**src/rtl/mul_seq_ctrl.sv**
```systemverilog
// Sequential repeated-addition multiplier: a four-state controller steps A into P
// while counting B down to zero, using an external zero detector on cnt_out.
module mul_seq_ctrl #(
    parameter int WIDTH = 16,
    parameter int PW    = 2 * WIDTH
) (
    input  logic             clk,
    input  logic             rst_n,
    input  logic             start,
    input  logic [WIDTH-1:0] a_in,
    input  logic [WIDTH-1:0] b_in,
    input  logic             eqz_in,
    output logic [WIDTH-1:0] cnt_out,
    output logic [PW-1:0]    product,
    output logic             busy,
    output logic             done
);

    localparam logic [1:0] S_IDLE = 2'd0;
    localparam logic [1:0] S_TEST = 2'd1;
    localparam logic [1:0] S_ADD  = 2'd2;
    localparam logic [1:0] S_DONE = 2'd3;

    localparam logic [WIDTH-1:0] ONE = {{(WIDTH-1){1'b0}}, 1'b1};

    logic [1:0]       state_reg, state_next;
    logic [WIDTH-1:0] a_reg, a_next;
    logic [WIDTH-1:0] b_reg, b_next;
    logic [PW-1:0]    p_reg, p_next;

    always_comb begin
        state_next = state_reg;
        a_next     = a_reg;
        b_next     = b_reg;
        p_next     = p_reg;
        case (state_reg)
            S_IDLE: begin
                if (start) begin
                    a_next     = a_in;
                    b_next     = b_in;
                    p_next     = '0;
                    state_next = S_TEST;
                end
            end
            // The loop exit comes back from the external detector, not a local compare.
            S_TEST: state_next = eqz_in ? S_DONE : S_ADD;
            S_ADD: begin
                p_next     = p_reg + {{(PW-WIDTH){1'b0}}, a_reg};
                b_next     = b_reg - ONE;
                state_next = S_TEST;
            end
            S_DONE:  state_next = S_IDLE;
            default: state_next = S_IDLE;
        endcase
    end

    always_ff @(posedge clk or negedge rst_n) begin
        if (!rst_n) begin
            state_reg <= S_IDLE;
            a_reg     <= '0;
            b_reg     <= '0;
            p_reg     <= '0;
        end else begin
            state_reg <= state_next;
            a_reg     <= a_next;
            b_reg     <= b_next;
            p_reg     <= p_next;
        end
    end

    assign cnt_out = b_reg;
    assign product = p_reg;
    assign busy    = (state_reg != S_IDLE);
    assign done    = (state_reg == S_DONE);

    // A wrong detector flag would make the loop run past zero or stop early.
    eqz_consistent: assert property (@(posedge clk) disable iff (!rst_n)
        (state_reg == S_TEST) |-> (eqz_in == (b_reg == '0)));

endmodule

```
**config.mk**
```make
export PLATFORM = sky130hd
export DESIGN_NAME = mul_seq_ctrl
export DESIGN_NICKNAME = d
export VERILOG_FILES = /design/src/rtl/mul_seq_ctrl.sv
export SDC_FILE = /design/constraint.sdc
export NUM_CORES = 1
export LEC_CHECK = 0
export CAP_MARGIN = 0
export CORE_MARGIN = 10
export CORE_UTILIZATION = 51
export DETAILED_ROUTE_END_ITERATION = 8
export GPL_ROUTABILITY_DRIVEN = 0
export PLACE_DENSITY = 0.81
export SLEW_MARGIN = 10
export SYNTH_ARGS = -nofsm -noshare
export SYNTH_HDL_FRONTEND = slang
export SYNTH_SLANG_ARGS = --single-unit
```
**constraint.sdc**
```tcl
create_clock -name clk -period 2.8 [get_ports clk]
set_input_delay 0.42 -clock clk [delete_from_list [all_inputs] [get_ports clk]]
set_output_delay 0.42 -clock clk [all_outputs]
set_load 0.1 [all_outputs]
```
==> Word level (Yosys, flattened, before mapping) <==
Index checks and enable logic that the tools add are counted.
{ "classes": {"n_addsub": 2, "eq_ne": 4, "muxes": 7, "n_reduce_logical": 5} }
{ "ops": {"columns": ["cell", "count"], "rows": [
  ["$pmux 32 s2", 1],
  ["$add 32x16->32", 1],
  ["$mux 32", 1],
  ["$pmux 16 s2", 1],
  ["$mux 16", 1],
  ["$sub 16x1->16 const B", 1],
  ["$pmux 2 s4", 1],
  ["$eq 2x2->1 const B", 2],
  ["$reduce_and 2->1", 2],
  ["$reduce_bool 2->1", 2],
  ["$eq 2x1->1 const B", 1],
  ["$logic_not 2->1", 1],
  ["$mux 2", 1],
  ["$ne 2x2->1 const B", 1],
  ["$mux 1", 1]
]} }
{ "word_totals": {"ff_bits": 66, "inputBits": 36, "out_inout_bits": 50, "word_cells": 22} }

==> Longest topological paths before layout <==
{ "depth": {"ltp_word": 3, "depth_mapped": 9, "mapped_depth_nobuf": 9} }

==> Worst setup path after synthesis <==
Ideal clock, no wire load.
{ "synth_path": {"path_type": "register to register", "start": "reg p_reg[0], in the netlist product[0]", "end": "reg p_reg[18], in the netlist product[18]", "setup_ns": 0.170, "arrival_ns": 2.744, "required_ns": 2.630, "setup_slack_ns": -0.115, "path_stages_with_launch": 10, "n_path_buf": 0, "period_less_slack_ns": 2.915, "path_cell_list": "dfrtp_1 ha_1 inv_1 fa_1 nand2b_1 a21o_1 a211o_1 a21oi_2 o211ai_1 mux2i_1"} }
{ "synth_between": {"elab_chain_cells": 2} }
{ "synth_lines": {"columns": ["element", "line_no", "text"], "rows": [
  ["start: declaration", "29", "logic [PW-1:0] p_reg, p_next;"],
  ["start signal: assignment", "67", "p_reg <= p_next;"],
  ["$add 32x16->32", "48", "p_next = p_reg + {{(PW-WIDTH){1'b0}}, a_reg};"],
  ["$pmux 32 s2", "36", "case (state_reg)"]
]} }
No other way between the ends.
A chain may end at the register's enable or synchronous reset.

==> Worst setup path after layout <==
{ "layout_path": {"start": "reg p_reg[9], in the netlist product[9]", "end": "reg p_reg[27], in the netlist product[27]"} }
Same word-level chain as after synthesis.

==> impl_metrics.yaml <==
sta:
  totalNegativeSetupSlack_ps: 0
  finalHoldViolations: 0
  final_max_slew_viols: 0
  slew_headroom: 0.452
  post-route-period-util: 0.834
  tightestPinTransition_ps: 822
  max_clock_freq_mhz: 428
  final.setup_skew_ps: 10.1
  setup_viol: 0
  period_minus_slack_ps: 2340
  grt_setup_unrepaired: "no"
power:
  ir_drop_v: 0.000937
  switchingPower_mw: 3.47
  fraction_of_power_spent_switching_nets: 0.557
  leakage_nw: 2.26
  combinationalPowerShare: 0.620
  power-per-cell-area_mw_per_mm2: 1300
  sequentialPowerShare: 0.254
  power.clock.fraction: 0.126
  report.power.total_mw: 6.23
  internal_power_mw: 2.76
setup_path:
  cp-start-kind: "flip-flop"
  timing.critical_path.slowest_stage_cell: "sky130_fd_sc_hd__dfrtp_1"
  path_class: "flip-flop to flip-flop"
  cp_cell_sequence: "ha_1 -> and4_4 -> a221o_1 -> a31oi_4 -> o211ai_4 -> and2_0 -> mux2_2"
  cp.arrival_ps: 2560
  slowest_cell_delay_on_critical_path_ps: 410
  critPathCaptureType: "flip-flop"
  timing.critical_path.fanout_max: 9
  reg2reg_slack_ps: 460
  worst-endpoint-required_ps: 3030
synthesis:
  ys.warnings.count: 0
  synth_cell_types: 53
  netlist_top_cells_area: "sky130_fd_sc_hd__dfrtp_1, sky130_fd_sc_hd__nand2_1, sky130_fd_sc_hd__ha_1"
  post_synth.cell_area_avg_sq_um: 9.01
  ys_async_sr_fraction: 1.00
  ys_dominant_reg_cell: "sky130_fd_sc_hd__dfrtp_1"
  netlist_area_sq_mm: 0.00379
  synth_largest_type_area_fraction: 0.436
  number_of_synthesized_flops_with_an_enable_pin: 0
  yosysTopAreaCell: "sky130_fd_sc_hd__dfrtp_1"
  synth-seq-area-share: 0.436
  post_synth_inst_count: 420
  ys_seq_elements: 66
  synth_fp_nets: 474
clock_tree:
  numCtsBuffers: 9
  numClockSinks: 66
  ctsHoldBuffers: 0
  setup_repair_bufs_after_cts: 0
  cts_tree: "yes"
  worst_setup_hold_path_clk_slew_ps: 70
  clk-insertion-delay-late_ps: 340
  cts-resized-gates: 0
  cts-root-buf: "sky130_fd_sc_hd__clkbuf_8"
  cts_max_level: 3
  clockBufferDepth: 2
floorplan:
  floorplan.io_pins: 86
  die_height_um: 106
  initial_utilization: 0.522
  die_area_sq_mm: 0.0113
  core_region_area_sq_mm: 0.00725
  number_of_core_rows: 31
  die_width_um: 106
routing:
  detailedRoute.firstIterationViolations: 135
  drt_pass1_iterations: 4
  post_dr_vias_cell: 5.52
  route.antenna.remaining_nets: 0
  detail_route.wl_per_cell_um: 16.1
  vias: 3361
  postRouteWirelength_um: 9790
  drc: 0
cells_and_area:
  final_layout_size_suffix_gt1_frac: 0.167
  areaGrowthSynthToFinish_pct: 27.1
  largest_register_ffs: 32
  nets: 559
  layout.filler_cells: 608
  final_cells: 609
  post-route-util: 0.663
  antenna-diode-count: 0
flow_run:
  cap_violations: 0
global_route:
  maximum_number_of_pins_on_one_net_before_global_route_repair: 45
  global_route.usage.total: 0.173
  antenna_found_initial: 0
  gr_overflow_total: 0
  first_global_vias: 3318
  grt_pass1_wl_um: 16100
status:
  outcome: "finished, final reports clean"
place:
  port_buffers: 85
  numPlacedInstances: 593
  hpwl_reported_at_the_end_of_detailed_placement_um: 7340
hold_path:
  worst_hold_path_type: "input pin to async pin"
[final timing paths]
check                       startpoint     endpoint  cells past startpoint
min                              rst_n  product[16]                      1
min reg2reg                product[31]  product[31]                      1
max                         product[9]  product[27]                      7
min in group clk           product[31]  product[31]                      1
max in group asynchronous        rst_n  product[25]                      2
max reg2reg                 product[9]  product[27]                      7
[critical path: cells and delay by family (launching register included)]
kind | cells | cell delay [ps]
multiplexers | 1 | 250
adder cells (fa/ha/maj) | 1 | 380
AND/OR/NAND/NOR | 2 | 410
AO/OA/AOI/OAI | 3 | 770
flip-flops | 1 | 410
[stage by stage]
stage               cell area, sq um  setup WS [ps]  hold slack, ps
floorplan                       3790           41.5             124
global placement                4610            533             464
detailed placement              4610            485             467
CTS                             4810            476             197
global route                    4810            238             244
finish                          4810            464             173
[area by class of cell]
class / instances / area (sq um) / area share
multi-input cells: 324 / 2020 / 0.420
flip-flops and latches: 66 / 1650 / 0.344
repair buffers: 92 / 773 / 0.161
clock buffers: 12 / 145 / 0.0302
well taps: 99 / 124 / 0.0257
clock inverters: 4 / 51.3 / 0.0107
inverters: 12 / 45.0 / 0.00936
[synthesized netlist by cell type, drive strengths merged, types with 2 or more instances]
library cell / number
nor3b: 3
or4: 2
buf: 2
nand3: 23
o21ai: 30
a21o: 3
or3: 2
xor2: 8
o311ai: 4
nand2b: 4
a211oi: 3
inv: 12
nor4: 3
nor2: 21
mux2i: 13
o41ai: 2
and2: 6
a21oi: 23
dfrtp: 66
a211o: 2
nand4: 9
o21a: 2
nand2: 90
nor2b: 5
a22oi: 2
nor3: 5
a221o: 6
clkbuf: 16
ha: 17
and3: 3
o211ai: 17
xnor2: 6
[power by group through the flow]
stage                     combinational (mW)  sequential, mW  clock (mW)
final                                   3.87            1.58       0.785
after global routing                    4.14            1.63       0.846
after CTS                               3.88            1.58       0.799
after detailed placement                3.87            1.59           0
after global placement                  3.80            1.58           0
after floorplan                         1.67            2.92           0
[layer usage]
metal  vias up  wire length (um)  global-route usage
met4         0               180              0.0590
met3        17               629              0.0525
li1       1677                 -                   -
met5         -                 0                   0
met2        91              4780               0.287
met1      1576              4190               0.208
[layout by cell type, fill, tap and decap left out, types with 2 or more instances in the layout]
master	n
sky130_fd_sc_hd__nor3b_1	2
sky130_fd_sc_hd__o21ai_0	30
sky130_fd_sc_hd__xnor2_1	6
sky130_fd_sc_hd__and3_1	3
sky130_fd_sc_hd__o311ai_0	2
sky130_fd_sc_hd__buf_4	57
sky130_fd_sc_hd__nor4_1	2
sky130_fd_sc_hd__dfrtp_1	64
sky130_fd_sc_hd__xor2_1	8
sky130_fd_sc_hd__inv_1	12
sky130_fd_sc_hd__a211o_1	2
sky130_fd_sc_hd__o41ai_1	2
sky130_fd_sc_hd__nor2_1	21
sky130_fd_sc_hd__a211oi_1	3
sky130_fd_sc_hd__dfrtp_2	2
sky130_fd_sc_hd__nor3_1	5
sky130_fd_sc_hd__nand2_1	90
sky130_fd_sc_hd__ha_1	17
sky130_fd_sc_hd__a221o_1	6
sky130_fd_sc_hd__o21a_1	2
sky130_fd_sc_hd__a21oi_1	22
sky130_fd_sc_hd__mux2i_1	13
sky130_fd_sc_hd__nand3_1	23
sky130_fd_sc_hd__clkdlybuf4s50_1	34
sky130_fd_sc_hd__o311ai_1	2
sky130_fd_sc_hd__and2_1	4
sky130_fd_sc_hd__or3_1	2
sky130_fd_sc_hd__nand4_1	9
sky130_fd_sc_hd__a21o_1	3
sky130_fd_sc_hd__clkbuf_1	2
sky130_fd_sc_hd__a22oi_1	2
sky130_fd_sc_hd__nand2b_1	4
sky130_fd_sc_hd__nor2b_1	5
sky130_fd_sc_hd__clkbuf_8	10
sky130_fd_sc_hd__o211ai_1	15
[logic make-up (layout without fill, tap and decap cells)]
family,count (synthesis),in the layout,synth area share
adders and majority gates,18,18,0.0615
xor gates and xnor gates,14,14,0.0324
muxes,14,14,0.0373
AOI/OAI and AO/OA,100,100,0.180
and+or+nand+nor,178,178,0.221
buffers and inverters,30,120,0.0307
DFF,66,66,0.436
Note: power is estimated with default switching activity, not from simulation.
==> patch, RTL diff (config.mk and constraints unchanged) <==
Set the parameter `WIDTH` to 20 (it was 16).
--- a/src/rtl/mul_seq_ctrl.sv
+++ b/src/rtl/mul_seq_ctrl.sv
@@ -1,7 +1,7 @@
 // Sequential repeated-addition multiplier: a four-state controller steps A into P
 // while counting B down to zero, using an external zero detector on cnt_out.
 module mul_seq_ctrl #(
-    parameter int WIDTH = 16,
+    parameter int WIDTH = 20,
     parameter int PW    = 2 * WIDTH
 ) (
     input  logic             clk,
Interface: changed (resized a_in, b_in, cnt_out and product); port bits go from 86 to 106. The function was not compared with the original's and may differ.
==> patch against the unedited design <==
- wire length increased by 46%
- area after synthesis up 32%
- sequential cell count grew 16
- worst setup slack worse by 330 ps
- power increased by 31%
- cell area grew 31%
- critical endpoint is now product[16]
- largest power group unchanged
==> patch: results <==
group,metric,value,unit
cts,clk-insertion-delay-late,370,ps
global_route,grt_pass1_vias,4666,
power_and_ir_drop,p_per_area,1300,nW/µm²
setup_path,crit_path_end,"product[16]",
setup_path,crit_slowest_cell,"a2111oi_2",
sta,period_minus_slack,2660,ps
setup_path,r2r_slack,140,ps
layout,instances_no_fill,829,
layout,multi_input_gates,468,
setup_path,startpoint,"product[0]",
layout,area_share_clock_buf_inv,3.27,%
setup_path,crit_fanout,3,
global_route,grt_max_degree,66,
synthesis,synthTopCellsByArea,"dfrtp_1 (41%), nand2_1 (9.7%), ha_1 (5.2%)",
layout,multi_input_area_share,44.9,%
synthesis,synthXorXnorAreaFrac,2.27,%
setup_path,arrival,2920,ps
setup_path,ff2ff_path_depth,8,
sta,worst_pin_slew,811,ps
synthesis,ys_types,58,
die,coreArea,9680,µm²
placement,place_inst,812,
layout,signal_buffers,117,
synthesis,synth_compound_area_share,18.5,%
synthesis,yosysSeqAreaShare,40.9,%
layout,nets,757,
layout,fillers,840,
route,via_per_inst,5.87,
layout,nonClkBufAreaFrac,15.7,%
route,first_pass_iters,5,
global_route,grt_pass1_wl,23.2,mm
layout,drive_gt1_share,16.2,%
synthesis,syn_inst,590,
placement,dpl_cell_area,6060,µm²
global_route,track_usage,19.7,%
layout,design.seq.count,82,
route,drt_iter0_markers,352,
route,post_drt_wl_per_cell,17.2,µm
cts,clk_pin_slew,90,ps
sta,clock_skew,8.22,ps
placement,post-place-ws,154,ps
power_and_ir_drop,peakVddDrop,761,µV
synthesis,postSynthNetCount,656,
setup_path,r2r_end,"product[16]",
synthesis,synthAdderAreaFrac,5.64,%
synthesis,synthMuxAreaShare,3.59,%
layout,largest_reg_flops,40,
layout,inv_count,13,
placement,hpwlAfterDp,10.7,mm
outcome,status,"completed",
sta,holdWs,127,ps
power_and_ir_drop,leakagePower,2.91,nW
placement,io_buffers,105,
setup_path,slowest_delay,460,ps
synthesis,synth_commonest_cells,"nand2_1 (129), dfrtp_1 (82), nand3_1 (40)",
layout,regArea,2060,µm²
-- patch: cell types whose count changed in the layout (fill, tap and decap cells not counted), moves of 5 or more --
cell / change
nand2_1: +38
buf_4: +18
nand3_1: +17
nor3_1: +14
dfrtp_1: +13
nor2_1: +10
clkdlybuf4s50_1: +8
o21ai_0: +7
and3_1: +6
a21oi_1: +5
mux2i_1: +5
o31ai_1: +5
-- patch: worst max-delay path: cells and delay by family (launching register included) --
family                     cells  cell delay (ps)
and+or+nand+nor                2              420
DFF                            1              420
adders and majority gates      2              600
AOI/OAI and AO/OA              4             1110
-- patch: per-layer routing --
metal  part of all wire, %  track usage [%]
met2                    48             31.6
met4                   2.0             9.01
met1                    45             25.3
met5                     0                0
met3                   5.8             3.31
-- patch: power breakdown --
part	internal, W	switching, W
combinational	0.00145	0.00379
clock	0.000460	0.000449
sequential	0.00160	0.000406
